## config.mk

```make
export PLATFORM = sky130hd
export DESIGN_NAME = adc_config_sequencer_flat
export DESIGN_NICKNAME = d
export VERILOG_FILES = /design/src/rtl/adc_config_sequencer_if.sv /design/src/rtl/adc_config_sequencer.sv /design/src/flat_wrapper.sv
export SDC_FILE = /design/constraint.sdc
export NUM_CORES = 1
export LEC_CHECK = 0
export CAP_MARGIN = 20
export CELL_PAD_IN_SITES_DETAIL_PLACEMENT = 1
export CELL_PAD_IN_SITES_GLOBAL_PLACEMENT = 2
export CORE_AREA = 2 2 254 256
export DETAILED_ROUTE_END_ITERATION = 6
export DIE_AREA = 0 0 256 258
export HOLD_SLACK_MARGIN = 0.12
export PLACE_DENSITY_LB_ADDON = 0.1
export SYNTH_ARGS = -nofsm -noshare
export SYNTH_HDL_FRONTEND = slang
export SYNTH_SLANG_ARGS = --single-unit
```

## constraint.sdc

```tcl
create_clock -name sys_clk -period 4.9 [get_ports sys_clk]
set_clock_uncertainty 0.15 [all_clocks]
set_input_delay 0.98 -clock sys_clk [delete_from_list [all_inputs] [get_ports sys_clk]]
set_output_delay 0.98 -clock sys_clk [all_outputs]
set_load 0.01 [all_outputs]
```

## src/rtl/adc_config_sequencer_if.sv

```systemverilog
// ---------------------------------------------------------------------------
// adc_config_sequencer_if
// Bundles the host-side table/command signals and the ADC-control outputs of
// the ADC configuration sequencer. Clock and reset stay outside the interface.
//   master : host side (drives the i* signals, observes the o* signals)
//   slave  : sequencer side (observes the i* signals, drives the o* signals)
// Signals:
//   iCmdWrEn/iCmdWrAddr/iCmdWrData : table write port, entry = {addr, data}
//   iCmdCount/iSkipReset/iDoSync   : sequence options, sampled on iStart
//   iStart/iAbort                  : sequence control
//   oAdcControlComm/oAdcSerialCmd  : command byte and serial word to the ADC
//   oCmdIndex/oBusy/oDone/oError   : progress and status
// ---------------------------------------------------------------------------
interface adc_config_sequencer_if;
  logic        iCmdWrEn;
  logic [3:0]  iCmdWrAddr;
  logic [23:0] iCmdWrData;
  logic [4:0]  iCmdCount;
  logic        iSkipReset;
  logic        iDoSync;
  logic        iStart;
  logic        iAbort;
  logic [7:0]  oAdcControlComm;
  logic [23:0] oAdcSerialCmd;
  logic [3:0]  oCmdIndex;
  logic        oBusy;
  logic        oDone;
  logic        oError;

  modport master (
    output iCmdWrEn, iCmdWrAddr, iCmdWrData, iCmdCount, iSkipReset, iDoSync,
           iStart, iAbort,
    input  oAdcControlComm, oAdcSerialCmd, oCmdIndex, oBusy, oDone, oError
  );

  modport slave (
    input  iCmdWrEn, iCmdWrAddr, iCmdWrData, iCmdCount, iSkipReset, iDoSync,
           iStart, iAbort,
    output oAdcControlComm, oAdcSerialCmd, oCmdIndex, oBusy, oDone, oError
  );
endinterface

```

## src/rtl/adc_config_sequencer.sv

```systemverilog
// ---------------------------------------------------------------------------
// adc_config_sequencer
// Plays back a host-loaded table of up to 16 serial register writes to the
// ADC control logic as a timed command sequence:
//   hardware reset (0xFF) -> 0x00 -> per entry {0x01 buffer, 0x02 issue,
//   0x00 gap} -> optional {0x04 sync, 0x00} -> idle.
// The downstream logic reacts only to a change of command byte, hence the
// 0x00 gap after every command.
// Ports:
//   sys_clk : system clock, all timing counted in these cycles
//   iReset  : asynchronous reset, active-high
//   bus     : adc_config_sequencer_if.slave (table write, start/abort,
//             command byte, serial word, index, busy/done/error)
// ---------------------------------------------------------------------------
module adc_config_sequencer #(
  parameter int RESET_CYCLES = 500,
  parameter int HOLD_CYCLES  = 100,
  parameter int ISSUE_CYCLES = 1000,
  parameter int SYNC_CYCLES  = 200
) (
  input  logic                        sys_clk,
  input  logic                        iReset,
  adc_config_sequencer_if.slave       bus
);

  localparam logic [7:0] CMD_IDLE  = 8'h00;
  localparam logic [7:0] CMD_RESET = 8'hFF;
  localparam logic [7:0] CMD_BUF   = 8'h01;
  localparam logic [7:0] CMD_ISSUE = 8'h02;
  localparam logic [7:0] CMD_SYNC  = 8'h04;

  // Counter reload values: a phase of N cycles loads N-1 and leaves at 0.
  localparam logic [15:0] RESET_LD = 16'(RESET_CYCLES - 1);
  localparam logic [15:0] HOLD_LD  = 16'(HOLD_CYCLES - 1);
  localparam logic [15:0] ISSUE_LD = 16'(ISSUE_CYCLES - 1);
  localparam logic [15:0] SYNC_LD  = 16'(SYNC_CYCLES - 1);

  typedef enum logic [3:0] {
    S_IDLE     = 4'd0,
    S_HWRST    = 4'd1,
    S_POSTRST  = 4'd2,
    S_BUF      = 4'd3,
    S_ISSUE    = 4'd4,
    S_GAP      = 4'd5,
    S_SYNC     = 4'd6,
    S_POSTSYNC = 4'd7,
    S_DONE     = 4'd8
  } state_t;

  state_t      r_state;
  logic [15:0] r_cnt;
  logic [4:0]  r_count;
  logic        r_sync;
  logic [3:0]  r_idx;
  logic [7:0]  r_comm;
  logic [23:0] r_serial;
  logic        r_busy;
  logic        r_done;
  logic        r_error;
  logic [23:0] r_table [16];

  logic        w_cnt_zero;
  logic [4:0]  w_idx_next;
  logic        w_more;

  assign w_cnt_zero = (r_cnt == 16'd0);
  assign w_idx_next = {1'b0, r_idx} + 5'd1;
  assign w_more     = (w_idx_next < r_count);

  // Command table: writable only while no sequence is running, so playback
  // sees a frozen table. Contents are deliberately not reset.
  always_ff @(posedge sys_clk) begin
    if (bus.iCmdWrEn && !r_busy) begin
      r_table[bus.iCmdWrAddr] <= bus.iCmdWrData;
    end
  end

  // Sequencer FSM with registered command/status outputs.
  always_ff @(posedge sys_clk or posedge iReset) begin
    if (iReset) begin
      r_state  <= S_IDLE;
      r_cnt    <= 16'd0;
      r_count  <= 5'd0;
      r_sync   <= 1'b0;
      r_idx    <= 4'd0;
      r_comm   <= CMD_IDLE;
      r_serial <= 24'd0;
      r_busy   <= 1'b0;
      r_done   <= 1'b0;
      r_error  <= 1'b0;
    end else begin
      r_done  <= 1'b0;
      r_error <= 1'b0;
      // Abort wins over any counter expiry in the same cycle.
      if (r_busy && bus.iAbort) begin
        r_state <= S_IDLE;
        r_comm  <= CMD_IDLE;
        r_busy  <= 1'b0;
        r_cnt   <= 16'd0;
      end else begin
        case (r_state)
          S_IDLE: begin
            if (bus.iStart) begin
              if (bus.iCmdCount > 5'd16) begin
                r_error <= 1'b1;
              end else begin
                r_count <= bus.iCmdCount;
                r_sync  <= bus.iDoSync;
                r_idx   <= 4'd0;
                r_busy  <= 1'b1;
                if (bus.iSkipReset) begin
                  r_state <= S_POSTRST;
                  r_comm  <= CMD_IDLE;
                  r_cnt   <= HOLD_LD;
                end else begin
                  r_state <= S_HWRST;
                  r_comm  <= CMD_RESET;
                  r_cnt   <= RESET_LD;
                end
              end
            end
          end
          S_HWRST: begin
            if (w_cnt_zero) begin
              r_state <= S_POSTRST;
              r_comm  <= CMD_IDLE;
              r_cnt   <= HOLD_LD;
            end else begin
              r_cnt <= r_cnt - 16'd1;
            end
          end
          S_POSTRST: begin
            if (w_cnt_zero) begin
              if (r_count != 5'd0) begin
                r_state  <= S_BUF;
                r_comm   <= CMD_BUF;
                r_serial <= r_table[r_idx];
                r_cnt    <= HOLD_LD;
              end else if (r_sync) begin
                r_state <= S_SYNC;
                r_comm  <= CMD_SYNC;
                r_cnt   <= SYNC_LD;
              end else begin
                r_state <= S_DONE;
                r_busy  <= 1'b0;
                r_done  <= 1'b1;
              end
            end else begin
              r_cnt <= r_cnt - 16'd1;
            end
          end
          S_BUF: begin
            if (w_cnt_zero) begin
              r_state <= S_ISSUE;
              r_comm  <= CMD_ISSUE;
              r_cnt   <= ISSUE_LD;
            end else begin
              r_cnt <= r_cnt - 16'd1;
            end
          end
          S_ISSUE: begin
            if (w_cnt_zero) begin
              r_state <= S_GAP;
              r_comm  <= CMD_IDLE;
              r_cnt   <= HOLD_LD;
            end else begin
              r_cnt <= r_cnt - 16'd1;
            end
          end
          S_GAP: begin
            if (w_cnt_zero) begin
              if (w_more) begin
                r_state  <= S_BUF;
                r_comm   <= CMD_BUF;
                r_idx    <= w_idx_next[3:0];
                r_serial <= r_table[w_idx_next[3:0]];
                r_cnt    <= HOLD_LD;
              end else if (r_sync) begin
                r_state <= S_SYNC;
                r_comm  <= CMD_SYNC;
                r_cnt   <= SYNC_LD;
              end else begin
                r_state <= S_DONE;
                r_busy  <= 1'b0;
                r_done  <= 1'b1;
              end
            end else begin
              r_cnt <= r_cnt - 16'd1;
            end
          end
          S_SYNC: begin
            if (w_cnt_zero) begin
              r_state <= S_POSTSYNC;
              r_comm  <= CMD_IDLE;
              r_cnt   <= HOLD_LD;
            end else begin
              r_cnt <= r_cnt - 16'd1;
            end
          end
          S_POSTSYNC: begin
            if (w_cnt_zero) begin
              r_state <= S_DONE;
              r_busy  <= 1'b0;
              r_done  <= 1'b1;
            end else begin
              r_cnt <= r_cnt - 16'd1;
            end
          end
          S_DONE: begin
            r_state <= S_IDLE;
            r_comm  <= CMD_IDLE;
          end
          default: begin
            r_state <= S_IDLE;
            r_comm  <= CMD_IDLE;
            r_busy  <= 1'b0;
            r_cnt   <= 16'd0;
          end
        endcase
      end
    end
  end

  assign bus.oAdcControlComm = r_comm;
  assign bus.oAdcSerialCmd   = r_serial;
  assign bus.oCmdIndex       = r_idx;
  assign bus.oBusy           = r_busy;
  assign bus.oDone           = r_done;
  assign bus.oError          = r_error;

endmodule

```

## src/flat_wrapper.sv

```systemverilog
// flat-port wrapper written by rule: the top's interface ports become plain ports
module adc_config_sequencer_flat 
#(
  parameter int RESET_CYCLES = 500,
  parameter int HOLD_CYCLES  = 100,
  parameter int ISSUE_CYCLES = 1000,
  parameter int SYNC_CYCLES  = 200
)
  (sys_clk, iReset, bus_iCmdWrEn, bus_iCmdWrAddr, bus_iCmdWrData, bus_iCmdCount, bus_iSkipReset, bus_iDoSync, bus_iStart, bus_iAbort, bus_oAdcControlComm, bus_oAdcSerialCmd, bus_oCmdIndex, bus_oBusy, bus_oDone, bus_oError);
  adc_config_sequencer_if bus_i ();
  input  logic sys_clk;
  input  logic iReset;
  input wire logic [$bits(bus_i.iCmdWrEn)-1:0] bus_iCmdWrEn;
  input wire logic [$bits(bus_i.iCmdWrAddr)-1:0] bus_iCmdWrAddr;
  input wire logic [$bits(bus_i.iCmdWrData)-1:0] bus_iCmdWrData;
  input wire logic [$bits(bus_i.iCmdCount)-1:0] bus_iCmdCount;
  input wire logic [$bits(bus_i.iSkipReset)-1:0] bus_iSkipReset;
  input wire logic [$bits(bus_i.iDoSync)-1:0] bus_iDoSync;
  input wire logic [$bits(bus_i.iStart)-1:0] bus_iStart;
  input wire logic [$bits(bus_i.iAbort)-1:0] bus_iAbort;
  output wire logic [$bits(bus_i.oAdcControlComm)-1:0] bus_oAdcControlComm;
  output wire logic [$bits(bus_i.oAdcSerialCmd)-1:0] bus_oAdcSerialCmd;
  output wire logic [$bits(bus_i.oCmdIndex)-1:0] bus_oCmdIndex;
  output wire logic [$bits(bus_i.oBusy)-1:0] bus_oBusy;
  output wire logic [$bits(bus_i.oDone)-1:0] bus_oDone;
  output wire logic [$bits(bus_i.oError)-1:0] bus_oError;
  assign bus_i.iCmdWrEn = bus_iCmdWrEn;
  assign bus_i.iCmdWrAddr = bus_iCmdWrAddr;
  assign bus_i.iCmdWrData = bus_iCmdWrData;
  assign bus_i.iCmdCount = bus_iCmdCount;
  assign bus_i.iSkipReset = bus_iSkipReset;
  assign bus_i.iDoSync = bus_iDoSync;
  assign bus_i.iStart = bus_iStart;
  assign bus_i.iAbort = bus_iAbort;
  assign bus_oAdcControlComm = bus_i.oAdcControlComm;
  assign bus_oAdcSerialCmd = bus_i.oAdcSerialCmd;
  assign bus_oCmdIndex = bus_i.oCmdIndex;
  assign bus_oBusy = bus_i.oBusy;
  assign bus_oDone = bus_i.oDone;
  assign bus_oError = bus_i.oError;
  adc_config_sequencer #(.RESET_CYCLES(RESET_CYCLES), .HOLD_CYCLES(HOLD_CYCLES), .ISSUE_CYCLES(ISSUE_CYCLES), .SYNC_CYCLES(SYNC_CYCLES)) u_core (.sys_clk(sys_clk), .iReset(iReset), .bus(bus_i));
endmodule
```

## Word-level counts from Yosys, hierarchy flattened

Memory sizes are Yosys's and may differ from the RTL's.
Cells that the tools add are included.

| operators by class | value |
|---|---|
| order comparisons | 2 |
| shift-type cells | 0 |
| bitwise gates (word level) | 2 |
| divide/modulo/power cells | 0 |
| $add $sub $neg | 2 |
| reduce and logical (&&, ||, !) cells | 17 |
| equal/unequal tests | 30 |
| muxes and demuxes | 74 |
| multiply operators | 0 |

Operators with widths:

| cell | count |
|---|---|
| 2-to-1 mux 16 bit | 11 |
| one-hot mux 16 bit (7 select lines) | 1 |
| 2-to-1 mux 24 bit | 4 |
| 2-to-1 mux 8 bit | 11 |
| 2-to-1 mux 4 bit | 17 |
| one-hot mux 24 bit (2 select lines) | 1 |
| one-hot mux 8 bit (6 select lines) | 1 |
| one-hot mux 4 bit (8 select lines) | 1 |
| inequality test 3 x 1 -> 1 bit, second input constant | 8 |
| 2-to-1 mux 1 bit | 22 |
| equality test 4 x 3 -> 1 bit, second input constant | 4 |
| logical NOT 16 bit | 1 |
| subtractor 16 x 1 -> 16 bit, second input constant | 1 |
| inequality test 2 x 1 -> 1 bit, second input constant | 7 |
| AND reduction 6 bit | 2 |
| 2-to-1 mux 9 bit | 1 |
| inequality test 3 x 2 -> 1 bit, second input constant | 3 |
| AND reduction 9 bit | 1 |
| equality test 4 x 2 -> 1 bit, second input constant | 2 |
| one-hot mux 4 bit (2 select lines) | 1 |
| AND reduction 4 bit | 2 |
| AND reduction 8 bit | 1 |
| AND reduction 7 bit | 1 |
| inequality test 3 bit, second input constant | 2 |
| other kinds (17) | 21 |

| word-level totals | value |
|---|---|
| latch bits | 0 |
| register bits | 65 |
| memory bits (writable) | 384 |
| memories | 1 |
| output and inout bits | 39 |
| word-level logic and storage cells | 138 |
| bits in read-only memories | 0 |

Memory list:

| name | words | width | read ports | clocked after memory_dff | wr ports | line | source |
|---|---|---|---|---|---|---|---|
| u_core.r_table | 16 | 24 | 2 | 0 | 1 | adc_config_sequencer.sv:60 | `logic [23:0] r_table [16];` |

## Logic depth before layout (Yosys ltp)

Gate-level depths: netlist of the first run.

| depth | value |
|---|---|
| depth in word-level cells | 6 |
| mapped depth | 13 |

## Least setup slack after synthesis of the first run

OpenSTA, ideal clock, no wires.

| timing path | value |
|---|---|
| path type | input port to flip-flop |
| from | input port bus_iCmdWrEn |
| to | memory u_core.r_table[8][0] (enable) |
| data required time | 4.315 ns |
| library setup time | 0.435 ns |
| slack | 1.092 ns |
| arrival time | 3.223 ns |
| stages | 3 |
| path through | nand2_1 or3b_2 nor3_1 |

| between the ends | value |
|---|---|
| longest elaborated chain between the ends | 3 |

RTL lines:

| item | line | source |
|---|---|---|
| from (decl) | flat_wrapper.sv:13 | `input wire logic [$bits(bus_i.iCmdWrEn)-1:0] bus_iCmdWrEn;` |
| logical AND 1 bit | adc_config_sequencer.sv:73 | `if (bus.iCmdWrEn && !r_busy) begin` |
| 2-to-1 mux 1 bit | adc_config_sequencer.sv:73 |  |
| 2-to-1 mux 1 bit (implied by the code) | adc_config_sequencer.sv:74 | `r_table[bus.iCmdWrAddr] <= bus.iCmdWrData;` |
| to (decl) | adc_config_sequencer.sv:60 |  |

Every way passes these cells.

## Final worst setup path of the first run

| timing path | value |
|---|---|
| from | register u_core.r_idx[1] (netlist: u_core.bus.oCmdIndex[1]) |
| to | output port bus_oCmdIndex[1] |

RTL lines:

| item | line | source |
|---|---|---|
| from (decl) | adc_config_sequencer.sv:54 | `logic [3:0] r_idx;` |
| from (signal assigned) | adc_config_sequencer.sv:175 | `r_idx <= w_idx_next[3:0];` |
| to (decl) | flat_wrapper.sv:23 | `output wire logic [$bits(bus_i.oCmdIndex)-1:0] bus_oCmdIndex;` |

No word-level cell between the ends.

==> impl_metrics.ini, run 1 <==
[worst_setup_path]
endpoint_kind = output pin
start_kind = flop
worst_ep_required_time_ps = 3770
reg2regPathDepth = 11
cp_max_fo = 32
arrival_ps = 2600
path_class = flop to output pin

[cts]
cts_buffers = 54
cts_tree = done
htreeDepth = 2
root_buffer = clkbuf_16
cts_resized = 0
cts.sink_count = 449
path_clk_slew_ps = 60
post_cts_buffers = 0
hold_buffers = 0
cts_buffer_depth = 3
clk_latency_ps = 620

[timing]
rsz0062_at_grt = no
fin_crit_ps = 3730
fin_tns_setup_ps = 0
hold_viol = 0
setup_viol = 0
slew_headroom_pct = 37.3
fmax_mhz = 268
min_period_over_period_pct = 76.1
worst_slew_pin_slew_ps = 938
drv_slew = 0

[outcome]
status = complete, no violations

[drt]
drtIter0Drc = 712
vias = 12700
viasPerCell = 5.53
wl_um = 62400
drc = 0
drt_first_pass_iters = 7
postRouteAntennaNets = 0
wire_per_inst_um = 27.2

[pwr]
p_sw_mw = 3.31
p_total_mw = 11.2
switching_share_pct = 29.6
power_frac_seq_pct = 42.2
vdd_drop_max_mv = 0.263
p_int_mw = 7.88
powerDensity_nw_per_um2 = 446
power.clock.fraction_pct = 36.0
p_leak_nw = 7.95
combPwrFrac_pct = 21.8

[floorplanning]
fp.dieW_um = 256
io_pins = 79
dieArea_um2 = 66000
initial_core_util_pct = 33.6
core_area_um2 = 63600
die_y_um = 258
rows = 93

[logic_synthesis]
synth_top_family_by_area = multiplexers
yosysTopAreaCellShare_pct = 54.0
synth_common_cells = edfxtp_1 (384), mux4_2 (194), nand2_1 (120)
yosysMostFrequentCell = edfxtp_1
synth_nets = 1357
yosysUniqueCellTypes = 73
muxShareOfSynthArea_pct = 23.0
synth_compound_gate_area_share_pct = 5.41
synth_seq_cells = 449
synth_enable_flop_cells = 384
synthFlopType = edfxtp_1
syn_area_um2 = 21400
synth_area_leaders = edfxtp_1 (54%), mux4_2 (20%), dfrtp_1 (7.6%), mux2i_1 (2.2%), nand2_1 (2.1%)
yosysWarnings = 0
synth_seq_area_share_pct = 61.6
syn_area_per_cell_um2 = 16.3
synth-simple-area-share_pct = 6.65
synth_xor_xnor_area_share_pct = 0.281
synthAdderAreaFrac_pct = 0.410
yosys.area.top_type = edfxtp_1
synth_cells = 1310
synthArstFlopShare_pct = 14.5

[worst_hold_path]
min_path_cells = 1
hold_class = flop to flop

[global_route]
antenna_found_initial = 1
grt_use_total_pct = 19.1
grt_max_degree = 65
gr-total-overflow = 0
grt_pass1_wl_um = 93800
grt_pass1_vias = 14000

[place]
io_buffers = 78
gp_congestion = 0.802
dp.final_hpwl_um = 38300

[finish]
fin_nets = 1443
fill_cells = 6295
n_antenna_cell = 0
area_growth_pct = 17.5
drive_gt1_share_pct = 25.1

[job]
cap_viol_max_count = 0
-- worst paths after layout --
check	start	endpoint	slack (ps)
max	u_core.bus.oCmdIndex[1]$_DFFE_PP0P_	bus_oCmdIndex[1]	1170
min	u_core.bus.oAdcControlComm[0]$_DFFE_PP0P_	u_core.bus.oAdcControlComm[0]$_DFFE_PP0P_	330
max reg2reg	u_core.bus.oCmdIndex[0]$_DFFE_PP0P_	u_core.bus.oAdcSerialCmd[13]$_DFFE_PP0P_	1430
min reg2reg	u_core.bus.oAdcControlComm[0]$_DFFE_PP0P_	u_core.bus.oAdcControlComm[0]$_DFFE_PP0P_	330
max in group asynchronous	iReset	u_core.bus.oCmdIndex[0]$_DFFE_PP0P_	3240
min in group asynchronous	iReset	u_core.r_cnt[15]$_DFFE_PP0P_	600
-- metrics by stage --
| step | utilization, % | instances | setup WS (ps) | hold slack, ps | area (µm²) |
|---|---|---|---|---|---|
| after floorplan | - | 1310 | 1090 | 320 | 21400 |
| after global placement | 36.4 | 2191 | 1190 | 318 | 23200 |
| after detailed placement | 36.5 | 2193 | 1200 | 320 | 23200 |
| after CTS | 39.3 | 2294 | 1040 | 332 | 25000 |
| after global routing | 39.4 | 2296 | 995 | 345 | 25100 |
| final | 39.4 | 2296 | 1170 | 329 | 25100 |
-- sequential cells by signal, summed over array words and instances (netlist names) --
| name | flops |
|---|---|
| u_core.r_cnt | 16 |
| u_core.bus.oAdcSerialCmd | 24 |
| u_core.bus.oBusy | 1 |
| u_core.r_sync | 1 |
| u_core.bus.oDone | 1 |
| u_core.bus.oCmdIndex | 4 |
| u_core.bus.oError | 1 |
| u_core.r_count | 5 |
| u_core.bus.oAdcControlComm | 8 |
| u_core.r_state | 4 |
| u_core.r_table | 384 |
-- worst max-delay path: stages, from the launching register on --
cell	delay, ps
dfrtp_4	650
buf_4	650
clkdlybuf4s50_1	680
-- power groups by stage --
stage	logic, mW	registers (mW)	clock network, mW
CTS	2.47	4.73	4.15
global placement	2.45	4.81	0
detailed placement	2.46	4.80	0
global route	2.67	4.77	4.29
floorplan	1.58	4.73	0
finish	2.44	4.72	4.03
-- layer usage --
metal  part of all wire, %  GRT usage, %  up-vias
met4                   2.1          5.07        2
met3                   3.2          2.18       79
li1                      -             -     5520
met1                    43          24.4     6863
met2                    52          34.5      232
met5                 0.019             0        -
-- cell type report --
class	count	area (µm²)	area share, %
clock buffers	76	1520	6.04
well taps	855	1070	4.26
repair buffers	118	1170	4.65
multi-input cells	746	7790	31.0
clock inverters	25	280	1.12
inverters	27	103	0.409
flip-flops and latches	449	13200	52.5
-- cell families (layout without fill, tap and decap cells) --
kind of cell             after synthesis  count (layout)
XOR/XNOR                               6               6
buffers and inverters                115             246
AO/OA/AOI/OAI                        184             184
adder cells (fa/ha/maj)                7               7
AND/OR/NAND/NOR                      302             302
flip-flops                           449             449
multiplexers                         247             247
-- placed cells by master, fill, tap and decap left out, drive strengths merged, types with 6 or more instances in the layout --
cell and n:
edfxtp 384, mux4 194, nand2 121, clkdlybuf4s50 78, clkbuf 76, dfrtp 65
nor2 57, nand3 56, mux2i 48, a21oi 47, buf 40, o21ai 39
a31oi 28, o22ai 25, inv 24, clkinv 22, nor3 18, nor4 10
o211ai 7, ha 7, and2 6, o21a 6, a211oi 6
No activity file was read; power rests on OpenSTA's default activity.
==> run 2, diff against run 1 <==
clock period = 3.05 ns   (was 4.9 ns; I/O delays follow)
==> run 2 against run 1 <==
Via count up 3.0%. Critical path depth up 10. Cell count up 1.6%. Sequential share of layout area down 0.93 points. Combinational power up 75%. Clock power up 49%. Largest power group unchanged.
==> impl_metrics.ini, run 2 (same netlist as run 1, synthesis figures left out) <==
[outcome]
status = complete, no violations

[finish]
area_growth_pct = 19.6
post-route-util_pct = 40.1
fill_cells = 6301
final_cell_mix = edfxtp_1 (384), mux4_2 (194), nand2_1 (120)
largest_register_ffs = 384
n_antenna_cell = 0
drive_gt1_share_pct = 27.0
top_register = u_core.r_table
fin_nets = 1482
final_common_cell = edfxtp_1

[drt]
drtIter0Drc = 920
wire_per_inst_um = 28.9
wl_um = 67400
met1Wirelength_um = 30600
met2_length_um = 32500
vias = 13100
drc = 0
drt_first_pass_iters = 4
postRouteAntennaNets = 0
viasPerCell = 5.60
wl_met3_um = 2670
maxUsedRoutingLayer = met4

[pwr]
vdd_drop_max_mv = 0.438
powerDensity_nw_per_um2 = 699
p_leak_nw = 8.17

[timing]
slew_headroom_pct = 46.6
setup_viol = 0
fmax_mhz = 344
worst_slew_pin_slew_ps = 800
hold_slack_ps = 164
drv_slew = 0
fin_crit_ps = 2910
fin_tns_setup_ps = 0
min_period_over_period_pct = 95.4
hold_viol = 0
finalWorstSetupSlack_ps = 140

[global_route]
grt_pass1_wl_um = 97100
grt_max_degree = 82
gr-total-overflow = 0
grt_pass1_vias = 14100
antenna_found_initial = 0
grt_use_total_pct = 20.2

[place]
dpl_worst_slack_ps = 106
dp.final_hpwl_um = 36600
gp_congestion = 0.749
io_buffers = 78

[cts]
cts.sink_count = 449
cts_tree = done
path_clk_slew_ps = 60
htreeDepth = 2
cts_buffers = 52
clk_latency_ps = 610
root_buffer = clkbuf_16
cts_buffer_depth = 3

[worst_setup_path]
cp_max_fo = 24
endpoint_kind = flop
arrival_ps = 3290
worst_ep_required_time_ps = 3430
path_class = flop to flop
start_kind = flop

[floorplanning]
die_y_um = 258
fp.dieW_um = 256
dieArea_um2 = 66000
io_pins = 79
rows = 93
initial_core_util_pct = 33.6
core_area_um2 = 63600

[worst_hold_path]
hold_class = primary input to async pin

[job]
cap_viol_max_count = 0
==> run 2: path summary, 6_finish.rpt <==
path,from,end,slack [ps],cells after the start
worst max-delay path,u_core.bus.oCmdIndex[0]$_DFFE_PP0P_,u_core.bus.oAdcSerialCmd[12]$_DFFE_PP0P_,140,12
worst min-delay path,iReset,u_core.bus.oAdcSerialCmd[8]$_DFFE_PP0P_,160,2
min in group sys_clk,u_core.bus.oAdcControlComm[0]$_DFFE_PP0P_,u_core.bus.oAdcControlComm[0]$_DFFE_PP0P_,320,1
worst min register to register,u_core.bus.oAdcControlComm[0]$_DFFE_PP0P_,u_core.bus.oAdcControlComm[0]$_DFFE_PP0P_,320,1
worst max register to register,u_core.bus.oCmdIndex[0]$_DFFE_PP0P_,u_core.bus.oAdcSerialCmd[12]$_DFFE_PP0P_,140,12
max in group asynchronous,iReset,u_core.bus.oCmdIndex[1]$_DFFE_PP0P_,1920,3
==> run 2: timing repair <==
| item | in CTS | in global routing |
|---|---|---|
| endpoints found under the setup margin | 1 | 37 |
| pin swaps | 0 | 2 |
| buffers inserted | 0 | 3 |
| hold buffers | 0 | 0 |
| endpoints found under the hold margin | 0 | 0 |
| resized for setup | 1 | 9 |
| cloned | 1 | 2 |
==> run 2: area by class of cell <==
class	instances	area (µm²)	area share (%)
inverter	27	104	0.407
timing repair buffer	159	1750	6.85
clock buffer	74	1420	5.57
multi-input combinational	746	7820	30.6
tap	855	1070	4.19
sequential	449	13200	51.6
clock inverter	23	210	0.823
==> run 2: stage by stage <==
step	total power, mW	std cells	area [µm²]
2_1_floorplan	10.1	1310	21400
3_3_place_gp	11.9	2230	23800
3_5_place_dp	11.9	2230	23800
4_1_cts	18.0	2328	25500
5_1_grt	18.7	2333	25500
6_report	17.8	2333	25500
==> run 2: worst max-delay path, cell delays in order, from the launching register on <==
cell      delay, ps
dfrtp_4         540
ha_4            210
xnor2_4         150
clkinv_2         70
ha_1            300
a21o_1          180
a31oi_2         180
o211ai_1        190
a211oi_4        270
buf_4           190
buf_12          230
nor2_1           60
a21oi_1         110
==> run 2: per-layer routing <==
metal	GRT usage, %	vias up
met5	0	-
met4	5.51	0
met3	2.68	89
met2	33.3	289
met1	28.1	7099
li1	-	5595
==> run 2: power breakdown <==
part	total, mW	leakage (nW)	switching, mW	internal [mW]
Sequential	7.57	4.22	0.436	7.13
Clock	6.02	0.804	2.58	3.44
Combinational	4.26	3.15	2.34	1.92
Total	17.8	8.17	5.36	12.5
==> RTL change, RTL diff (flow settings as in run 2) <==
`ISSUE_CYCLES` is set to 1000 in 2 places; all go to 500.
--- a/src/rtl/adc_config_sequencer.sv
+++ b/src/rtl/adc_config_sequencer.sv
@@ -15,7 +15,7 @@
 module adc_config_sequencer #(
   parameter int RESET_CYCLES = 500,
   parameter int HOLD_CYCLES  = 100,
-  parameter int ISSUE_CYCLES = 1000,
+  parameter int ISSUE_CYCLES = 500,
   parameter int SYNC_CYCLES  = 200
 ) (
   input  logic                        sys_clk,
--- a/src/flat_wrapper.sv
+++ b/src/flat_wrapper.sv
@@ -3,7 +3,7 @@
 #(
   parameter int RESET_CYCLES = 500,
   parameter int HOLD_CYCLES  = 100,
-  parameter int ISSUE_CYCLES = 1000,
+  parameter int ISSUE_CYCLES = 500,
   parameter int SYNC_CYCLES  = 200
 )
   (sys_clk, iReset, bus_iCmdWrEn, bus_iCmdWrAddr, bus_iCmdWrData, bus_iCmdCount, bus_iSkipReset, bus_iDoSync, bus_iStart, bus_iAbort, bus_oAdcControlComm, bus_oAdcSerialCmd, bus_oCmdIndex, bus_oBusy, bus_oDone, bus_oError);
Function: no difference found for any inputs over 4 cycles, from zero or initial values and one cycle with iReset high; that may be too few to reach the edited logic, so the function may still have changed.
==> RTL change against run 2 <==
- sequential share of layout area rose by 0.19 points
- routed wire length fell by 7.5%
- register-to-register slack improved by 0.07 ns
- worst setup slack improved by 0.010 ns
- synthesized cell count fell by 8.2%
- synthesized area fell by 0.66%
- power rose by 3.7%
- design area fell by 0.36%
- sequential cell count did not move
- clock power rose by 3%
- first-iteration DRC count fell by 30%
- critical endpoint is now bus_oCmdIndex[2]
- largest cell class unchanged
- largest power group unchanged
==> RTL change: results (changes against run 2) <==
| Metric | Value |
|---|---|
| Fraction of layout cells with a size suffix above 1 | 29.3% (+2.3 points) |
| Worst Max-Slew Pin Slew | 0.965 ns (+0.164 ns) |
| Dpl cells | 2,118 (-5.0%) |
| Syn_nets | 1,249 (-8.0%) |
| Sw frac | 29.7% (-0.29 points) |
| Largest net degree at the start of global routing | 98 (+20%) |
| Initial antenna violation count | 3 (+3) |
| Vias in the first global route | 13,500 (-4.0%) |
| Crit Path Max Fanout | 51 (+110%) |
| Worst VDD drop | 394 uV (-10%) |
| Fillers | 6,150 (-2.4%) |
| Final GP Congestion | 0.750 (+0.13%) |
| GRT Total Usage | 19.1% (-1.0 points) |
| Synth Area in Adders | 0.413% (+0.0027 points) |
| R2R cell count | 11 (-1) |
| Via density | 5.53 (-1.3%) |
| Syn avg cell area | 17.7 sq um (+8.3%) |
| Final net count | 1,365 (-7.9%) |
| Initial DRC Count | 647 (-30%) |
| Hold_ws | 0.157 ns (-0.00736 ns) |
| Post-synthesis mux area share | 24.0% (+1.1 points) |
| Clk_lat worst skew | 0.61 ns (about the same) |
| Post-CTS sizing | 2 (+1) |
| Met1 usage | 26.0% (-2.2 points) |
| Clock edge transition at the registers on the reported setup and hold paths | 0.06 ns (about the same) |
| Status | completed |
| Compound-Gate Fraction of Synth Area | 6.48% (+1.1 points) |
| LEAKAGE | 0.00787 uW (-3.8%) |
| Critical Path AT | 2.14 ns (-1.15 ns) |
| R2R setup slack | 0.21 ns (+0.07 ns) |
| Met3 Usage GRT | 2.93% (+0.26 points) |
| Seq/Total Area, Yosys | 62.0% (+0.41 points) |
| Synth cell count leaders | 384 x edfxtp_1, 192 x mux4_2, 72 x mux2i_1, 65 x dfrtp_1, 49 x a211oi_1 |
| Initial DRT Pass Iterations | 5 (+1) |
| Final non-filler cell total | 2,217 (-5.0%) |
| DPL Wire Length | 34,800 microns (-4.9%) |
| Xor/xnor share of the synthesized area | 0.165% (-0.12 points) |
| Avg WL per Cell | 28.1 microns (-2.7%) |
| Reg2Reg Launch Point | u_core.bus.oCmdIndex[1] |
| GR met2 Demand/Resource | 32.6% (-0.71 points) |
| Top post-synthesis cells by area | edfxtp_1 54%, mux4_2 20%, dfrtp_1 7.7% |
| First-pass GRT wire length | 93,000 microns (-4.3%) |
| Yosys Warn Count | 0 (unchanged) |
[RTL change: cell count changes in the layout (fill, tap and decap cells not counted), sizes merged, moves of 11 or more]
cell | before | now
a211oi | 6 | 49
a21oi | 47 | 23
a31oi | 28 | 5
buf | 79 | 68
inv | 26 | 15
mux2i | 48 | 72
nand2 | 121 | 40
nand2b | 5 | 16
nand3 | 56 | 11
nor2b | 1 | 26
o221ai | 0 | 24
o22a | 0 | 23
o22ai | 25 | 7
[RTL change: critical path, cell delays in order (launching register included)]
cell and delay, ns:
dfrtp_4 0.49, buf_12 0.39, clkdlybuf4s50_1 0.64
[RTL change: worst max-delay path by stage]
stage	cells past startpoint	slack [ns]	start	to
2_1_floorplan	13	-0.04	u_core.bus.oCmdIndex[2]	u_core.bus.oCmdIndex[2]
3_3_place_gp	9	0.22	bus_iCmdCount[2]	u_core.bus.oAdcControlComm[1]
3_5_place_dp	9	0.18	bus_iCmdCount[2]	u_core.r_cnt[9]
4_1_cts	2	0.08	u_core.bus.oCmdIndex[2]	bus_oCmdIndex[2]
5_1_grt	2	0.03	u_core.bus.oCmdIndex[2]	bus_oCmdIndex[2]
6_report	2	0.15	u_core.bus.oCmdIndex[2]	bus_oCmdIndex[2]
[RTL change: area by class of cell]
class,instances,area (sq um),share of cell area [%]
sequential,449,13200,51.7
multi-input combinational,653,7790,30.6
inverter,15,57.6,0.226
clock inverter,28,246,0.968
tap,855,1070,4.20
clock buffer,70,1470,5.78
timing repair buffer,147,1650,6.47
[RTL change: power by group through the flow]
stage,clock (uW),combinational (uW),sequential [uW]
CTS,6410,4900,7500
floorplan,0,3130,7500
finish,6220,4800,7480
global route,6620,5260,7550
global placement,0,4810,7610
detailed placement,0,4860,7620
[RTL change: cell families after synthesis]
kind of cell    count (synthesis)
buf+inv                       100
flops                         449
mux                           269
xor+xnor                        4
compound gates                186
fa+ha+maj                       7
simple gates                  187
[RTL change: stage by stage]
stage	setup TNS (ns)	worst slack, ns	cell area (sq um)
2_1_floorplan	-0.0358	-0.0358	21300
3_3_place_gp	0	0.223	23700
3_5_place_dp	0	0.176	23700
4_1_cts	0	0.0794	25500
5_1_grt	0	0.0257	25500
6_report	0	0.150	25500
[RTL change: metal layers]
metal / part of all wire, % / vias up
li1: - / 5303
met3: 3.0 / 86
met1: 46 / 6689
met2: 50 / 172
met5: 0.074 / -
met4: 1.8 / 6
